### config.mk
export PLATFORM = sky130hd
export DESIGN_NAME = pipe_hazard_ctrl
export DESIGN_NICKNAME = d
export VERILOG_FILES = /design/src/rtl/pipe_hazard_ctrl.sv
export SDC_FILE = /design/constraint.sdc
export NUM_CORES = 1
export LEC_CHECK = 0
export ABC_CLOCK_PERIOD_IN_PS = 2780
export BUFFER_PORTS_ARGS = -buffer_cell sky130_fd_sc_hd__buf_2
export CAP_MARGIN = 20
export CORE_MARGIN = 5
export CORE_UTILIZATION = 40
export CTS_BUF_LIST = sky130_fd_sc_hd__clkbuf_4
export CTS_CLUSTER_DIAMETER = 60
export DETAILED_ROUTE_END_ITERATION = 7
export PLACE_DENSITY = 0.71
export RECOVER_POWER = 25
export SLEW_MARGIN = 10
export SYNTH_ARGS = -nofsm -noshare
export SYNTH_HDL_FRONTEND = slang
export SYNTH_SLANG_ARGS = --single-unit
### constraint.sdc
create_clock -name clk -period 2.78 [get_ports clk]
set_input_delay 0.278 -clock clk [delete_from_list [all_inputs] [get_ports clk]]
set_output_delay 0.278 -clock clk [all_outputs]
set_load 0.01 [all_outputs]
### src/rtl/pipe_hazard_ctrl.sv
// rtl/pipe_hazard_ctrl.sv - stall/flush/enable controller for the 5-stage pipeline registers
module pipe_hazard_ctrl #(
    parameter int DIV_CYCLES = 32
) (
    input  logic       clk,
    input  logic       rst,
    input  logic       i_stall,
    input  logic       d_stall,
    input  logic       excpt_m,
    input  logic       div_e,
    input  logic [4:0] rs_d,
    input  logic [4:0] rt_d,
    input  logic       branch_d,
    input  logic       regwrite_e,
    input  logic       memtoreg_e,
    input  logic [4:0] writereg_e,
    input  logic       memtoreg_m,
    input  logic [4:0] writereg_m,
    output logic       en_pc,
    output logic       en_fd,
    output logic       en_de,
    output logic       en_em,
    output logic       en_mw,
    output logic       clr_fd,
    output logic       clr_de,
    output logic       clr_em,
    output logic       clr_mw,
    output logic       div_start,
    output logic       div_cancel,
    output logic       div_done
);
    localparam int CW = (DIV_CYCLES > 2) ? $clog2(DIV_CYCLES) : 1;

    typedef enum logic [1:0] {
        S_RUN        = 2'd0,
        S_DIV        = 2'd1,
        S_DIV_HOLD   = 2'd2,
        S_FLUSH_PEND = 2'd3
    } state_t;

    state_t        state_q, state_d;
    logic [CW-1:0] cnt_q, cnt_d;
    logic          div_pend_q, div_pend_d;

    logic mem_stall, e_match, m_match, hazard_d, in_div, flush;

    assign mem_stall = i_stall | d_stall;
    // A destination of $0 never creates a dependence
    assign e_match   = (writereg_e != 5'd0) && ((writereg_e == rs_d) || (writereg_e == rt_d));
    assign m_match   = (writereg_m != 5'd0) && ((writereg_m == rs_d) || (writereg_m == rt_d));
    assign hazard_d  = (regwrite_e & memtoreg_e & e_match) |
                       (branch_d & ((regwrite_e & e_match) | (memtoreg_m & m_match)));
    assign in_div    = (state_q == S_DIV) || (state_q == S_DIV_HOLD);
    assign flush     = excpt_m || (state_q == S_FLUSH_PEND);

    always_ff @(posedge clk) begin
        if (rst) begin
            state_q    <= S_RUN;
            cnt_q      <= '0;
            div_pend_q <= 1'b0;
        end else begin
            state_q    <= state_d;
            cnt_q      <= cnt_d;
            div_pend_q <= div_pend_d;
        end
    end

    always_comb begin
        en_pc      = 1'b1;
        en_fd      = 1'b1;
        en_de      = 1'b1;
        en_em      = 1'b1;
        en_mw      = 1'b1;
        clr_fd     = 1'b0;
        clr_de     = 1'b0;
        clr_em     = 1'b0;
        clr_mw     = 1'b0;
        div_start  = 1'b0;
        div_cancel = 1'b0;
        div_done   = 1'b0;
        state_d    = state_q;
        cnt_d      = cnt_q;
        div_pend_d = div_pend_q;

        if (!rst) begin
            // The divider keeps counting even while the pipeline is frozen
            if (state_q == S_DIV && cnt_q != '0)
                cnt_d = cnt_q - 1'b1;

            if (mem_stall) begin
                en_pc = 1'b0;
                en_fd = 1'b0;
                en_de = 1'b0;
                en_em = 1'b0;
                en_mw = 1'b0;
                if (flush) begin
                    state_d    = S_FLUSH_PEND;
                    div_pend_d = div_pend_q | in_div;
                    cnt_d      = '0;
                end else if (state_q == S_DIV && cnt_q == '0) begin
                    state_d = S_DIV_HOLD;
                end
            end else if (flush) begin
                clr_fd     = 1'b1;
                clr_de     = 1'b1;
                clr_em     = 1'b1;
                clr_mw     = 1'b1;
                div_cancel = in_div | ((state_q == S_FLUSH_PEND) & div_pend_q);
                state_d    = S_RUN;
                cnt_d      = '0;
                div_pend_d = 1'b0;
            end else begin
                case (state_q)
                    S_RUN: begin
                        if (div_e) begin
                            div_start = 1'b1;
                            en_pc     = 1'b0;
                            en_fd     = 1'b0;
                            en_de     = 1'b0;
                            clr_em    = 1'b1;
                            cnt_d     = CW'(DIV_CYCLES - 1);
                            state_d   = S_DIV;
                        end else if (hazard_d) begin
                            en_pc  = 1'b0;
                            en_fd  = 1'b0;
                            clr_de = 1'b1;
                        end
                    end
                    S_DIV: begin
                        if (cnt_q != '0) begin
                            en_pc  = 1'b0;
                            en_fd  = 1'b0;
                            en_de  = 1'b0;
                            clr_em = 1'b1;
                        end else begin
                            div_done = 1'b1;
                            state_d  = S_RUN;
                        end
                    end
                    S_DIV_HOLD: begin
                        div_done = 1'b1;
                        state_d  = S_RUN;
                    end
                    default: state_d = S_RUN;
                endcase
            end
        end
    end
endmodule

==> results of run 1 <==
[Yosys cell counts (3+ instances only)]
master,instances,area share (%)
nor2_1,13,5.6
a21oi_1,7,4.0
nor3_1,4,2.3
ha_1,5,7.2
buf_4,3,2.6
nand2_1,7,3.0
inv_1,7,3.0
nand3_1,5,2.9
o21ai_0,6,3.5
or3_1,3,2.2
dfxtp_1,8,18
nand2b_1,3,2.2
xnor2_1,23,23
[metal layers]
layer / GRT usage [%] / vias to the layer above / wire (um)
met4: 3.05 / 0 / 8
met5: 0 / - / 0
met2: 23.6 / 42 / 1050
li1: - / 480 / -
met3: 4.13 / 2 / 235
met1: 16.2 / 426 / 984
[how the worst max path moves through the flow]
stage | slack, ns | cells after the start | end
4_1_cts | 0.72 | 7 | div_done
5_1_grt | 0.47 | 7 | en_pc
6_report | 0.55 | 7 | en_fd
2_1_floorplan | 0.96 | 6 | en_pc
3_5_place_dp | 0.85 | 6 | en_fd
3_3_place_gp | 0.90 | 6 | en_fd
[flip-flops by register name, summed over array words and instances, names as in the netlist]
| register | count |
|---|---|
| cnt_q | 5 |
| state_q | 2 |
| div_pend_q | 1 |
[cell type report]
cell class	instances	area share (%)
Clock buffer	3	2.05
Inverter	7	2.39
Multi-Input combinational cell	95	59.1
Sequential cell	8	14.6
Tap cell	27	3.08
Timing Repair Buffer	42	18.8
[worst reg2reg max path, delay by kind of cell, from the launching register on]
kind	cells	cell delay, ns
DFF	1	0.31
AOI/OAI and AO/OA	4	0.99
buffers and inverters	2	0.17
adders and majority gates	1	0.17
[metrics by stage]
step | util, % | instances
finish | 54.3 | 182
global route | 54.3 | 182
CTS | 54.9 | 182
detailed placement | 53.8 | 179
global placement | 53.8 | 179
floorplan | - | 114
[report_power, final]
part           leakage [nW]  switching, mW  internal [mW]
registers            0.0653        0.00698          0.122
clock network        0.0138         0.0434         0.0497
logic                 0.414         0.0771         0.0693
[logic make-up (layout without fill, tap and decap cells)]
kind of cell               after synthesis  after routing  share of synthesized area [%]
and+or+nand+nor                         42             42                           24.4
AOI/OAI and AO/OA                       25             25                           20.6
xor gates and xnor gates                23             23                           23.2
buffers and inverters                   11             52                           6.20
DFF                                      8              8                           18.4
adders and majority gates                5              5                           7.20
==> key figures, run 1 <==
Min path
  • Hold path depth: 2
  • Min-delay src: rst
  • Hold EP: state_q[0]$_SDFFE_PP0P_
  • Worst hold path type: primary input to flop

Routing
  • ANT nets after route: 0
  • Detailed-route DRC error count: 0
  • Total wire length: 2280 um
  • Via/cell ratio: 5.22
  • Via Count: 950
  • Routed len/inst: 12.5 um
  • Initial DRC Count: 26
  • DR pass1 iterations: 4

Worst setup path
  • Critical Path Slowest Stage Cell: dfxtp_1
  • Crit path kind: flop to output port
  • Crit start category: flop
  • CP delay by family, top: buffers and inverters
  • Worst-path maximum fanout: 9
  • R2r setup slk: 1.04 ns
  • CP arrival: 1.95 ns
  • Worst r2r path cells: 7
  • CP bufs+invs: 2
  • Max stage delay on crit path: 0.34 ns
  • Setup crit start: state_q[0]$_SDFFE_PP0P_
  • Crit end category: output port
  • CP cell instances: ha_1 -> nor2_1 -> clkbuf_1 -> o221ai_1 -> a21oi_1 -> nand2b_1 -> buf_2
  • Critical R2R Launch: cnt_q[0]$_SDFF_PP0_
  • CP Data Required Time: 2.50 ns
  • Crit Reg-Reg Endpoint: state_q[0]$_SDFFE_PP0P_

Synthesis
  • Ys async rst share: 0%
  • Syn Std Cell Area: 868 um2
  • Main synth FF type: dfxtp_1
  • Register area share after synthesis: 18.4%
  • Number of synthesis warnings: 0
  • Synthesized net count: 149
  • Post-synth EDFFs: 0
  • Avg Synthesized Cell Area: 7.62 um2
  • Post-synth cell types: 32
  • Synthesized flop and latch total: 8
  • Synth Instances: 114

Power and ir drop
  • Pwr per Cell Area: 335 mW/mm2
  • VDD IR max: 0.200 mV
  • Leakage: 0.494 nW
  • Final Total Pwr: 0.368 mW

Placement
  • DP Area: 0.00109 mm2
  • HPWL after DPL: 1900 um
  • Final GP Congestion: 0.949
  • Pre-CTS WS: 0.847 ns
  • Port Buf Inserts: 41

Global routing
  • Total GRT Usage: 13.6%
  • Largest net degree at the start of global routing: 10
  • Grt total ovfl: 0
  • Initial antenna violation count: 0
  • First-pass GRT wire length: 3610 um
  • Number of global-route vias before repair: 907

Cells and area
  • Fillers: 198
  • Design Area, Final: 0.00110 mm2
  • ANT cells: 0
  • Commonest non-fill, non-tap cell in the layout: buf_2
  • Most frequent cells in the layout: 39 x buf_2, 23 x xnor2_1, 13 x nor2_1, 8 x dfxtp_1
  • FF+latch area: 160 um2
  • Nets: 192
  • Layout cells sized above 1: 28.4%
  • Multi-input gate area: 649 um2
  • Synthesis-to-layout area growth: 26.5%

Flow run
  • MaxCap Viol Count: 0

STA
  • Final number of setup-violating endpoints: 0
  • Worst-Margin Slew: 0.556 ns
  • Max-slew violation count: 0
  • Final worst slack: 0.555 ns
  • Setup Skew: 0.00988 ns
  • Period utilisation layout: 80.0%
  • Hold Fails Final Rpt: 0
  • Setup TNS Final: 0 ns
  • RSZ-0062 raised after global routing: false
  • Period minus WS final: 2.23 ns
  • Hold_ws: 0.283 ns
  • Peak Freq: 449 MHz
  • Rel. slew slack: 62.8%

Clock tree
  • Sinks on Clock Net: 8
  • CTS tree: built
  • Total number of H-tree levels: 1
  • # resized after CTS: 0
  • CTS Buf Count: 3
  • Insertion delay to the later sink of the worst-skew pair: 0.26 ns
  • Number of buffers on the longest clock path: 2
  • CTS root buf: clkbuf_4
  • Post-CTS Setup Inserts: 0
  • CTS Hold Bufs: 0
  • Register clock-pin slew on the reported worst setup and hold paths: 0.06 ns

Die
  • Die area: 0.00320 mm2
  • Initial Util: 42.9%
  • DIE WIDTH: 56.6 um
  • Chip Height: 56.6 um
  • Core ar.: 0.00202 mm2
  • Row cnt: 16
  • # IOs: 42

Outcome
  • Status: complete, no violations
Note: power is estimated with default switching activity, not from simulation.
==> run 2, diff against run 1 <==
ABC_CLOCK_PERIOD_IN_PS = 2300   (was 2780)
clock period = 2.3 ns   (was 2.78 ns; I/O delays follow)
==> run 2 against run 1 <==
Compared with the run above: count of clock-buffer cells in the layout is the same; die area is the same; worst setup slack lost 0.41 ns; clock skew shrank 0.0071 ns; register-to-register slack lost 0.40 ns; largest power group unchanged; highest routed layer unchanged.
==> key figures, run 2 (synthesis results as in run 1) <==
Clock tree
  • CTS Buf Count: 3 (unchanged)
  • Post-CTS Setup Inserts: 0 (unchanged)
  • CTS Hold Bufs: 0 (unchanged)
  • Insertion delay to the later sink of the worst-skew pair: 0.25 ns (about the same)
  • Number of buffers on the longest clock path: 2 (unchanged)
  • CTS root buf: clkbuf_4
  • CTS tree: built
  • Total number of H-tree levels: 1 (unchanged)
  • # resized after CTS: 0 (unchanged)
  • Sinks on Clock Net: 8 (unchanged)
  • Register clock-pin slew on the reported worst setup and hold paths: 0.06 ns (about the same)

STA
  • Final number of setup-violating endpoints: 0 (unchanged)
  • Max-slew violation count: 0 (unchanged)
  • Peak Freq: 464 MHz
  • Worst-Margin Slew: 0.369 ns (-0.187 ns)
  • Period minus WS final: 2.15 ns
  • Setup TNS Final: 0 ns (unchanged)
  • Hold_ws: 0.244 ns (-0.0387 ns)
  • Period utilisation layout: 93.6%
  • Rel. slew slack: 75.3% (+12 points)
  • Hold Fails Final Rpt: 0 (unchanged)
  • RSZ-0062 raised after global routing: false
  • Setup Skew: 0.00282 ns (-0.00706 ns)

Outcome
  • Status: complete, no violations

Die
  • Core ar.: 0.00202 mm2 (unchanged)
  • # IOs: 42 (unchanged)
  • Chip Height: 56.6 um (unchanged)
  • Initial Util: 42.9% (unchanged)
  • DIE WIDTH: 56.6 um (unchanged)
  • Die area: 0.00320 mm2 (unchanged)
  • Row cnt: 16 (unchanged)

Worst setup path
  • Critical R2R Launch: state_q[0]$_SDFFE_PP0P_
  • Setup crit start: state_q[0]$_SDFFE_PP0P_
  • Crit end category: output port
  • Crit start category: flop
  • Worst-path maximum fanout: 6 (-3)
  • Crit path kind: flop to output port
  • CP Data Required Time: 2.07 ns (-0.43 ns)
  • CP arrival: 1.92 ns (-0.03 ns)
  • Worst r2r path cells: 5 (-2)

Min path
  • Min-delay src: rst
  • Worst hold path type: primary input to flop
  • Hold path depth: 2 (unchanged)

Power and ir drop
  • VDD IR max: 0.324 mV (+62%)
  • Leakage: 0.500 nW (+1.2%)
  • Pwr per Cell Area: 402 mW/mm2 (+20%)

Cells and area
  • Nets: 193 (+0.52%)
  • Top flop regs: cnt_q: 5 flops, state_q: 2 flops, div_pend_q: 1 flops
  • Most frequent cells in the layout: 39 x buf_2, 23 x xnor2_1, 13 x nor2_1, 8 x dfxtp_1
  • Final core utilization: 55.0% (+0.62 points)
  • Layout cells sized above 1: 29.5% (+1.1 points)
  • Synthesis-to-layout area growth: 28.0%
  • Top reg by flops: cnt_q
  • Commonest non-fill, non-tap cell in the layout: buf_2
  • ANT cells: 0 (unchanged)
  • Max FFs per register: 5 (unchanged)

Global routing
  • Number of global-route vias before repair: 895 (-1.3%)
  • First-pass GRT wire length: 3730 um (+3.3%)
  • Initial antenna violation count: 0 (unchanged)
  • Grt total ovfl: 0 (unchanged)
  • Largest net degree at the start of global routing: 10 (unchanged)
  • Total GRT Usage: 13.7% (+0.16 points)

Routing
  • DR pass1 iterations: 4 (unchanged)
  • Via Count: 970 (+2.1%)
  • Initial DRC Count: 43 (+65%)
  • Detailed-route DRC error count: 0 (unchanged)
  • Routed len/inst: 12.9 um (+2.9%)
  • ANT nets after route: 0 (unchanged)
  • Via/cell ratio: 5.30 (+1.5%)
  • Total wire length: 2360 um (+3.5%)

Placement
  • Port Buf Inserts: 41 (unchanged)
  • HPWL after DPL: 1950 um (+2.9%)
  • Final GP Congestion: 0.908 (-4.3%)

Flow run
  • MaxCap Viol Count: 0 (unchanged)
==> run 2: power breakdown <==
part | internal, mW | switching (mW)
Combinational | 0.0850 | 0.0952
Sequential | 0.147 | 0.00842
Clock | 0.0599 | 0.0508
==> run 2: worst max-delay path: stages (launching register included) <==
cell	delay, ns
dfxtp_1	0.35
ha_1	0.24
nor2_1	0.32
inv_1	0.15
or3_4	0.42
inv_1	0.07
buf_2	0.12
==> run 2: layer usage <==
| layer | up-vias | track usage, % | wire (um) |
|---|---|---|---|
| met5 | - | 0 | 0 |
| met4 | 0 | 1.02 | 19 |
| met3 | 6 | 3.90 | 234 |
| met2 | 47 | 24.4 | 1030 |
| met1 | 432 | 16.9 | 1080 |
| li1 | 485 | - | - |
==> run 2: cell type report <==
class                   instances  area, um2
multi-input cells              95        654
clock buffers                   3       22.5
inverters                       7       26.3
repair buffers                 43        214
fillers                       196        911
flip-flops and latches          8        160
well taps                      27       33.8
==> run 2: final timing paths <==
path                        endpoint  slack [ns]
max                        div_start        0.15
max reg2reg      cnt_q[1]$_SDFF_PP0_        0.64
min          state_q[0]$_SDFFE_PP0P_        0.24
min reg2reg  div_pend_q$_SDFFE_PP0N_        0.51
==> run 2: metrics by stage <==
stage | cells | setup WS (ns) | total power [mW] | area [um2]
3_5_place_dp | 180 | 0.466 | 0.337 | 1090
5_1_grt | 183 | 0.0904 | 0.474 | 1110
6_report | 183 | 0.147 | 0.446 | 1110
2_1_floorplan | 114 | 0.525 | 0.271 | 868
4_1_cts | 183 | 0.189 | 0.448 | 1120
3_3_place_gp | 180 | 0.480 | 0.335 | 1090
==> run 3, diff against run 2 <==
ABC_CLOCK_PERIOD_IN_PS = unset   (was 2300)
clock period = 2.64 ns   (was 2.3 ns; I/O delays follow)
==> run 3 against run 2 <==
Compared with the run above: cell area is 1.1% lower; utilization is 0.62 points lower; final cell count down 0.55%; first-iteration DRC count fell by 37%; via count fell by 2.0%; register-to-register slack improved by 0.22 ns; clock skew rose by 0.0057 ns; flip-flop and latch count unchanged; global-route usage up 0.83 points; sequential share of layout area rose by 0.16 points; critical path depth up 1; combinational power fell by 14%; critical endpoint is now en_pc; largest power group unchanged.
==> key figures, run 3 (synthesis results as in run 1) <==
Placement
  • HPWL after DPL: 1930 um (-0.95%)
  • Pre-CTS WS: 0.771 ns (+0.305 ns)
  • DP Area: 0.00109 mm2 (-0.69%)
  • Port Buf Inserts: 41 (unchanged)
  • DP Cell Count: 179 (-0.56%)
  • Final GP Congestion: 0.928 (+2.2%)

Routing
  • Routed len/inst: 13.0 um (+0.81%)
  • DR pass1 iterations: 4 (unchanged)
  • ANT nets after route: 0 (unchanged)
  • Initial DRC Count: 27 (-37%)
  • Via Count: 951 (-2.0%)
  • Detailed-route DRC error count: 0 (unchanged)
  • Total wire length: 2360 um (+0.25%)
  • Via/cell ratio: 5.23 (-1.4%)

Clock tree
  • Sinks on Clock Net: 8 (unchanged)
  • # resized after CTS: 0 (unchanged)
  • Total number of H-tree levels: 1 (unchanged)
  • CTS root buf: clkbuf_4
  • Post-CTS Setup Inserts: 0 (unchanged)
  • Number of buffers on the longest clock path: 2 (unchanged)
  • CTS Buf Count: 3 (unchanged)
  • Insertion delay to the later sink of the worst-skew pair: 0.27 ns (+0.02 ns)
  • CTS tree: built
  • CTS Hold Bufs: 0 (unchanged)
  • Register clock-pin slew on the reported worst setup and hold paths: 0.07 ns (about the same)

Worst setup path
  • CP cell instances: ha_1 -> nor2_1 -> clkbuf_1 -> o221ai_1 -> a21oi_1 -> nand2b_1 -> buf_2
  • CP arrival: 1.97 ns (+0.05 ns)
  • Critical Path Slowest Stage Cell: dfxtp_1
  • Crit start category: flop
  • Worst r2r path cells: 7 (+2)
  • Crit end category: output port
  • Crit path kind: flop to output port
  • CP Data Required Time: 2.38 ns (+0.31 ns)
  • Max stage delay on crit path: 0.35 ns (-0.07 ns)
  • Worst-path maximum fanout: 9 (+3)

STA
  • Peak Freq: 448 MHz
  • Period utilisation layout: 84.6%
  • Final number of setup-violating endpoints: 0 (unchanged)
  • Hold Fails Final Rpt: 0 (unchanged)
  • Setup TNS Final: 0 ns (unchanged)
  • Worst-Margin Slew: 0.594 ns (+0.225 ns)
  • Period minus WS final: 2.23 ns
  • Rel. slew slack: 60.3% (-15 points)
  • Setup Skew: 0.00852 ns (+0.00570 ns)
  • Final worst slack: 0.407 ns (+0.261 ns)
  • RSZ-0062 raised after global routing: false
  • Hold_ws: 0.267 ns (+0.0224 ns)
  • Max-slew violation count: 0 (unchanged)

Cells and area
  • Design Area, Final: 0.00110 mm2 (-1.1%)
  • Final std cells w/o fill: 182 (-0.55%)
  • Top reg by flops: cnt_q
  • Commonest non-fill, non-tap cell in the layout: buf_2
  • Final core utilization: 54.3% (-0.62 points)
  • Max FFs per register: 5 (unchanged)
  • Most frequent cells in the layout: 39 x buf_2, 23 x xnor2_1, 13 x nor2_1, 8 x dfxtp_1
  • Synthesis-to-layout area growth: 26.5%
  • Top flop regs: cnt_q: 5 flops, state_q: 2 flops, div_pend_q: 1 flops
  • Layout cells sized above 1: 28.4% (-1.1 points)
  • ANT cells: 0 (unchanged)
  • Nets: 192 (-0.52%)
  • Fillers: 207 (+5.6%)

Global routing
  • Initial antenna violation count: 0 (unchanged)
  • Met1 Usage GRT: 16.9% (-0.044 points)
  • Met2 GRT Util: 25.7% (+1.3 points)
  • First-pass GRT wire length: 3830 um (+2.8%)
  • Total GRT Usage: 14.6% (+0.83 points)
  • GRT busiest layer: met2
  • Largest net degree at the start of global routing: 10 (unchanged)
  • Grt total ovfl: 0 (unchanged)
  • Number of global-route vias before repair: 942 (+5.3%)
  • Met3 track demand over resource: 3.67% (-0.23 points)

Die
  • Row cnt: 16 (unchanged)
  • Chip Height: 56.6 um (unchanged)
  • Die area: 0.00320 mm2 (unchanged)
  • # IOs: 42 (unchanged)
  • Core ar.: 0.00202 mm2 (unchanged)
  • DIE WIDTH: 56.6 um (unchanged)
  • Initial Util: 42.9% (unchanged)

Min path
  • Worst hold path type: primary input to flop
  • Hold path depth: 2 (unchanged)

Flow run
  • MaxCap Viol Count: 0 (unchanged)

Power and ir drop
  • Final Total Pwr: 0.396 mW (-11%)
  • Pwr per Cell Area: 361 mW/mm2 (-10%)
  • Leakage: 0.494 nW (-1.2%)
  • VDD IR max: 0.253 mV (-22%)

Outcome
  • Status: complete, no violations
[run 3: cell count changes in the layout (fill, tap and decap cells not counted), sizes merged]
cell | previous run | this run
buf | 40 | 39
[run 3: layout make-up]
| type | instances | area [um2] | share of cell area [%] |
|---|---|---|---|
| clock buffer | 3 | 22.5 | 2.05 |
| inverter | 7 | 26.3 | 2.39 |
| tap | 27 | 33.8 | 3.08 |
| timing repair buffer | 42 | 206 | 18.8 |
| multi-input combinational | 95 | 649 | 59.1 |
| sequential | 8 | 160 | 14.6 |
[run 3: worst paths after layout]
check | startpoint | end | slack [ns]
setup / recovery | state_q[0]$_SDFFE_PP0P_ | en_pc | 0.41
hold / removal | rst | state_q[0]$_SDFFE_PP0P_ | 0.27
setup reg to reg | cnt_q[0]$_SDFF_PP0_ | state_q[0]$_SDFFE_PP0P_ | 0.86
hold reg to reg | div_pend_q$_SDFFE_PP0N_ | div_pend_q$_SDFFE_PP0N_ | 0.56
[run 3: metal layers]
metal / part of all wire (%) / up-vias
met3: 12 / 5
met2: 46 / 47
met1: 40 / 421
met5: 0 / -
li1: - / 478
met4: 1.6 / 0
[run 3: power breakdown]
group | internal [mW] | switching, mW
Clock | 0.0527 | 0.0534
Sequential | 0.128 | 0.00745
Combinational | 0.0730 | 0.0818
[run 3: worst max-delay path: cells and delay by family, from the launching register on]
kind	cells	cell delay, ns
adder cells (fa/ha/maj)	1	0.24
AO/OA/AOI/OAI	2	0.41
buffers and inverters	2	0.47
AND/OR/NAND/NOR	2	0.22
flip-flops	1	0.35
